<file path="src/rtl/mlp_pkg.sv">
// Shared MLP constants and the loader state encoding, so the control unit
// and benches decode loader state the same way.
package mlp_pkg;
  localparam int ADDR_W     = 12;
  localparam int DATA_W     = 16;
  localparam int NUM_INPUTS = 784;

  typedef enum logic [1:0] {
    IDLE      = 2'd0,
    LOAD      = 2'd1,
    START     = 2'd2,
    WAIT_DONE = 2'd3
  } loader_state_t;
endpackage

</file>
<file path="src/rtl/load_addr_counter.sv">
// Activation counter for the loader: clear/enable count, terminal flag at
// NUM_INPUTS-1, and the base-offset neuron-memory address.
module load_addr_counter #(
  parameter int                NUM_INPUTS = 784,
  parameter int                ADDR_W     = 12,
  parameter logic [ADDR_W-1:0] BASE_ADDR  = '0
) (
  input  logic              clk,
  input  logic              reset,
  input  logic              clr,
  input  logic              en,
  output logic [ADDR_W-1:0] addr,
  output logic              last
);
  localparam logic [ADDR_W-1:0] LAST_CNT = ADDR_W'(NUM_INPUTS - 1);

  logic [ADDR_W-1:0] count;

  always_ff @(posedge clk) begin
    if (reset || clr) count <= '0;
    else if (en)      count <= count + 1'b1;
  end

  // Modulo-2^ADDR_W; wrap past the top of memory is allowed.
  assign addr = count + BASE_ADDR;
  assign last = (count == LAST_CNT);
endmodule

</file>
<file path="src/rtl/neuron_loader.sv">
// Streams one sample of activations into neuron memory, then pulses start.
// Optional LOADER_CHECKSUM_EN adds a running modulo-2^DATA_W input sum.
module neuron_loader #(
  parameter int                NUM_INPUTS = mlp_pkg::NUM_INPUTS,
  parameter int                ADDR_W     = mlp_pkg::ADDR_W,
  parameter int                DATA_W     = mlp_pkg::DATA_W,
  parameter logic [ADDR_W-1:0] BASE_ADDR  = '0
) (
  input  logic              clk,
  input  logic              reset,
  input  logic              load_en,
  input  logic              in_valid,
  input  logic [DATA_W-1:0] in_data,
  output logic              in_ready,
  output logic              write_enable,
  output logic [ADDR_W-1:0] write_addr,
  output logic [DATA_W-1:0] write_data,
  output logic              start,
  input  logic              finished,
  output logic              busy
`ifdef LOADER_CHECKSUM_EN
  ,
  output logic [DATA_W-1:0] checksum
`endif
);
  import mlp_pkg::*;

  loader_state_t     state, state_next;
  logic              clr, xfer, last;
  logic [ADDR_W-1:0] cnt_addr;

  assign xfer = in_valid && in_ready;

  load_addr_counter #(
    .NUM_INPUTS (NUM_INPUTS),
    .ADDR_W     (ADDR_W),
    .BASE_ADDR  (BASE_ADDR)
  ) u_cnt (
    .clk   (clk),
    .reset (reset),
    .clr   (clr),
    .en    (xfer),
    .addr  (cnt_addr),
    .last  (last)
  );

  always_comb begin
    state_next = state;
    clr        = 1'b0;
    unique case (state)
      IDLE: if (load_en) begin
        state_next = LOAD;
        clr        = 1'b1;
      end
      LOAD:      if (xfer && last) state_next = START;
      START:     state_next = WAIT_DONE;
      WAIT_DONE: if (finished) state_next = IDLE;
      default:   state_next = IDLE;
    endcase
  end

  // Outputs registered from next state so in_ready never depends on in_valid;
  // start lags START by one cycle so it follows the final write strobe.
  always_ff @(posedge clk) begin
    if (reset) begin
      state        <= IDLE;
      in_ready     <= 1'b0;
      busy         <= 1'b0;
      start        <= 1'b0;
      write_enable <= 1'b0;
      write_addr   <= '0;
      write_data   <= '0;
    end else begin
      state        <= state_next;
      in_ready     <= (state_next == LOAD);
      busy         <= (state_next != IDLE);
      start        <= (state == START);
      write_enable <= xfer;
      if (xfer) begin
        write_addr <= cnt_addr;
        write_data <= in_data;
      end
    end
  end

`ifdef LOADER_CHECKSUM_EN
  always_ff @(posedge clk) begin
    if (reset || clr) checksum <= '0;
    else if (xfer)    checksum <= checksum + in_data;
  end
`endif
endmodule

</file>
<file path="config.mk">
export PLATFORM = sky130hd
export DESIGN_NAME = neuron_loader
export DESIGN_NICKNAME = d
export VERILOG_FILES = /design/src/rtl/mlp_pkg.sv /design/src/rtl/load_addr_counter.sv /design/src/rtl/neuron_loader.sv
export SDC_FILE = /design/constraint.sdc
export NUM_CORES = 1
export LEC_CHECK = 0
export ABC_AREA = 1
export CAP_MARGIN = 5
export CORE_MARGIN = 2
export CORE_UTILIZATION = 49
export CTS_CLUSTER_DIAMETER = 30
export DETAILED_ROUTE_END_ITERATION = 8
export GPL_ROUTABILITY_DRIVEN = 0
export PLACE_DENSITY = 0.92
export SETUP_SLACK_MARGIN = 0.02
export SLEW_MARGIN = 20
export SYNTH_ARGS = -nofsm -noshare
export SYNTH_HDL_FRONTEND = slang
export SYNTH_SLANG_ARGS = --single-unit
</file>
<file path="constraint.sdc">
create_clock -name clk -period 3.4 [get_ports clk]
set_clock_uncertainty 0.1 [all_clocks]
set_input_delay 0.68 -clock clk [delete_from_list [all_inputs] [get_ports clk]]
set_output_delay 0.68 -clock clk [all_outputs]
set_load 0.05 [all_outputs]
</file>
Word-level counts from Yosys, hierarchy flattened

Index checks and enable logic that the tools add are counted.

Memory bits (writable): 0
Register bits: 46
Memory bits (read-only): 0
Word-level logic and storage cells: 25
Bits of input ports: 21
Latch bits: 0
Memories: 0
Output and inout bits: 32

Muxes and demuxes: 6
Div/mod/pow operators: 0
Shift-type cells: 0
Equal/unequal tests: 5
$lt $le $gt $ge: 0
Reduce and logical (&&, ||, !) cells: 5
$add $sub $neg: 1
$mul: 0
Bitwise operators: 0

Operators by type and width:

| cell                                             | count |
|---|---|
| adder 12 x 1 -> 12 bit (second input constant)   | 1 |
| == test 12 x 10 -> 1 bit (second input constant) | 1 |
| case mux 2 bit (4 select lines)                  | 1 |
| 2-to-1 mux 2 bit                                 | 3 |
| == test 2 x 1 -> 1 bit (second input constant)   | 2 |
| == test 2 bit (second input constant)            | 2 |
| logical AND 1 bit                                | 2 |
| logical NOT 2 bit                                | 1 |
| 2-to-1 mux 1 bit                                 | 2 |
| nonzero test 2 bit                               | 1 |
| logical OR 1 bit                                 | 1 |

Longest topological paths before layout

Word-level depth: 5
Mapped depth: 8
Mapped depth without buffers: 8

By module

A second synthesis with hierarchy kept.

Cells, all modules: 239
Area, all modules: 1835.5 µm²

Modules (own cells, without submodules):

| module            | area an instance (µm²) | cells an instance | times used |
|---|---|---|---|
| neuron_loader     | 1186.1                 | 148               | 1 |
| load_addr_counter | 649.4                  | 91                | 1 |

Worst setup path before layout

OpenSTA, ideal clock, no wires.

Path type: reg-to-reg
Start: register in_ready
End: register u_cnt.count[7]
Clock period less this slack: 1573 ps
Required time: 3178 ps
Cell stages (with the launch flop): 8
Slack: 1827 ps
Arrival: 1352 ps
Path through: dfxtp_1 > nand2_4 > clkinv_2 > nand4_4 > nor2_4 > inv_1 > o21ai_0 > a21oi_1

Word-level cells in the longest chain between the ends: 1

Ends and longest elaborated chain:

| item                   | line                    | text |
|---|---|---|
| start, declared        | neuron_loader.sv:14     | `output logic in_ready,` |
| start signal, assigned | neuron_loader.sv:75     | `in_ready <= (state_next == LOAD);` |
| logical AND 1 bit      | neuron_loader.sv:32     | `assign xfer = in_valid && in_ready;` |
| end signal, assigned   | load_addr_counter.sv:21 | `else if (en) count <= count + 1'b1;` |
| end, declared          | load_addr_counter.sv:17 | `logic [ADDR_W-1:0] count;` |

Every way passes these cells.
A chain may end at the register's enable or synchronous reset.

Final worst setup path

Start: register in_ready
End: output port in_ready

No word-level cell between the ends.

==> impl_metrics.env <==
export IMPL_status="completed"
export IMPL_antenna_found_initial=0
export IMPL_drtAntennaViolNets=0
export IMPL_drive_above_1_share_pct=6.93
export IMPL_vdd_ir_drop_max_mv=0.295
export IMPL_leakage_uw=0.000933
export IMPL_gr_total_overflow=0
export IMPL_synth_top_family_by_area="simple AND/OR/NAND/NOR gates"
export IMPL_slowest_delay_ns=0.82
export IMPL_drt_iter0_markers=135
export IMPL_finalCoreUtilization_pct=69.8
export IMPL_yosys_cell_types_count=28
export IMPL_cp_num_buf_inv=1
export IMPL_fmax_ghz=0.425
export IMPL_period_minus_slack_ns=2.35
export IMPL_slew_headroom_pct=65.8
export IMPL_ys_seq_elements=46
export IMPL_synth_fa_ha_area_share_pct=0.713
export IMPL_synth_compound_area_share_pct=13.9
export IMPL_clkTransAtPathRegs_ns=0.13
export IMPL_num_vias=1573
export IMPL_path_cells="clkdlybuf4s50_1"
export IMPL_stdcell_count=320
export IMPL_clk_path_buf_depth=2
export IMPL_cts_made_buffers=5
export IMPL_dp_cells=312
export IMPL_crit_path_start_kind="register"
export IMPL_diodes=0
export IMPL_port_buffers=52
export IMPL_vias_per_cell=4.92
export IMPL_final_setup_viol_count=0
export IMPL_path_class="register to output pin"
export IMPL_hpwlAfterDp_mm=2.51
export IMPL_synthTopCellsByArea="dfxtp_1, nor2_1, o21ai_0"
export IMPL_synth_area_um2=1760
export IMPL_hold_class="register to register"
export IMPL_ys_seq_area_share_pct=52.5
export IMPL_fin_area_um2=2360
export IMPL_cts_sinks=46
export IMPL_area_growth_pct=34.7
export IMPL_crit_path_end_kind="output pin"
export IMPL_root_buffer="clkbuf_4"
export IMPL_critPathSlowestCell="clkdlybuf4s50_1"
export IMPL_rsz0062_at_grt="no"
export IMPL_die_h_um=63.9
export IMPL_post_cts_setup_buffer_count=0
export IMPL_synth_avg_cell_area_um2=7.94
export IMPL_critPathMaxFanout=2
export IMPL_layout_common_cells="clkdlybuf4s50_1, nor2_1, dfxtp_1"
export IMPL_clk_latency_ns=0.36
export IMPL_synth_top_area_share_pct=52.5
export IMPL_htree_levels=2
export IMPL_cp_required_ns=2.62
export IMPL_path_delay_family="buffers and inverters"
export IMPL_finalPower_uw=1040
export IMPL_layout_commonest_cell="clkdlybuf4s50_1"
export IMPL_critPathArrivalTime_ns=1.57
export IMPL_drt_total_wl_mm=3.62
export IMPL_timing_final_crit_share_pct=69.2
export IMPL_synthSimpleGateAreaFrac_pct=25.9
export IMPL_hold_viol=0
export IMPL_synthMuxAreaShare_pct=0
export IMPL_worst_pin_slew_ns=0.511
export IMPL_ios=53
export IMPL_drv_cap=0
export IMPL_grt_pass1_vias=1380
export IMPL_grt_pass1_wl_mm=6.16
export IMPL_yosysWarnings=0
export IMPL_syn_num_nets=243
export IMPL_cts_resized=0
export IMPL_synthXorXnorAreaFrac_pct=0.998
export IMPL_powerDensity_nw_per_um2=442
export IMPL_wl_per_cell_um=11.3
export IMPL_start_util_pct=51.8
export IMPL_grt_max_degree=43
export IMPL_rows=21
export IMPL_die_x_um=63.9
export IMPL_cts_tree="done"
export IMPL_grt_util_all_layers_pct=19.2
export IMPL_nets=295
export IMPL_die_area_um2=4080
export IMPL_synth_largest_area_cell="dfxtp_1"
export IMPL_drtPass1Iterations=4
export IMPL_drv_slew=0
export IMPL_synthCells=221
export IMPL_drcViolationCount=0
export IMPL_setup_tns_ns=0
export IMPL_place_area_um2=2300
export IMPL_coreArea_um2=3390
export IMPL_holdBufCountCts=0
## cell type report
type,count,area [um2]
fill,262,1020
sequential,46,921
multi-input combinational,149,729
timing repair buffer,53,528
inverter,18,68.8
tap,46,57.6
clock buffer,7,55.1
clock inverter,1,5.00
## metal layers
layer	track usage (%)	wire length, um	vias up	share of wire, %
met5	0	0	-	0
met4	7.34	58	0	1.6
met3	6.87	323	5	8.9
met2	31.5	1620	57	45
met1	23.0	1620	692	45
li1	-	-	819	-
## tightest hold or removal path: cells and delay by family (launching register included)
family,cells,cell delay [ns]
flops,1,0.33
simple gates,1,0.06
compound gates,1,0.05
## flip-flops by register name, indices dropped and copies added, names as in the netlist
| name | flops |
|---|---|
| state | 2 |
| in_ready | 1 |
| write_enable | 1 |
| busy | 1 |
| write_data | 16 |
| write_addr | 12 |
| u_cnt.count | 12 |
| start | 1 |
## through the flow
step	setup slack, ns	hold WS [ns]
floorplan	1.83	0.360
global placement	0.818	0.351
detailed placement	0.758	0.356
CTS	1.04	0.374
global route	0.933	0.407
finish	1.05	0.372
## logic make-up (layout without fill, tap and decap cells)
logic type                 after synthesis  in the layout
DFF                                     46             46
AOI/OAI and AO/OA                       47             47
xor gates and xnor gates                 2              2
buffers and inverters                   26             79
adders and majority gates                1              1
and+or+nand+nor                         99             99
## path summary, 6_finish.rpt
path	start	to	cells after the start	slack [ns]
worst max register to register	in_ready	u_cnt.count[7]	7	1.56
worst min-delay path	write_addr[0]	write_addr[0]	2	0.37
worst max-delay path	in_ready	in_ready	1	1.05
worst min register to register	write_addr[0]	write_addr[0]	2	0.37
## synthesized netlist by cell type (all sizes together)
| master | count |
|---|---|
| nor3 | 6 |
| nor2 | 52 |
| ha | 1 |
| a211oi | 1 |
| a21oi | 16 |
| o21ai | 29 |
| nand3 | 8 |
| a21o | 1 |
| nand4 | 2 |
| buf | 5 |
| nand2 | 29 |
| clkbuf | 3 |
| or2 | 1 |
| and2 | 1 |
| inv | 17 |
| xor2 | 2 |
| dfxtp | 46 |
| clkinv | 1 |
## report_power, final
part / internal [uW] / switching, uW
Combinational: 73.4 / 127
Clock: 100 / 167
Sequential: 563 / 13.1
No activity file was read; power rests on OpenSTA's default activity.
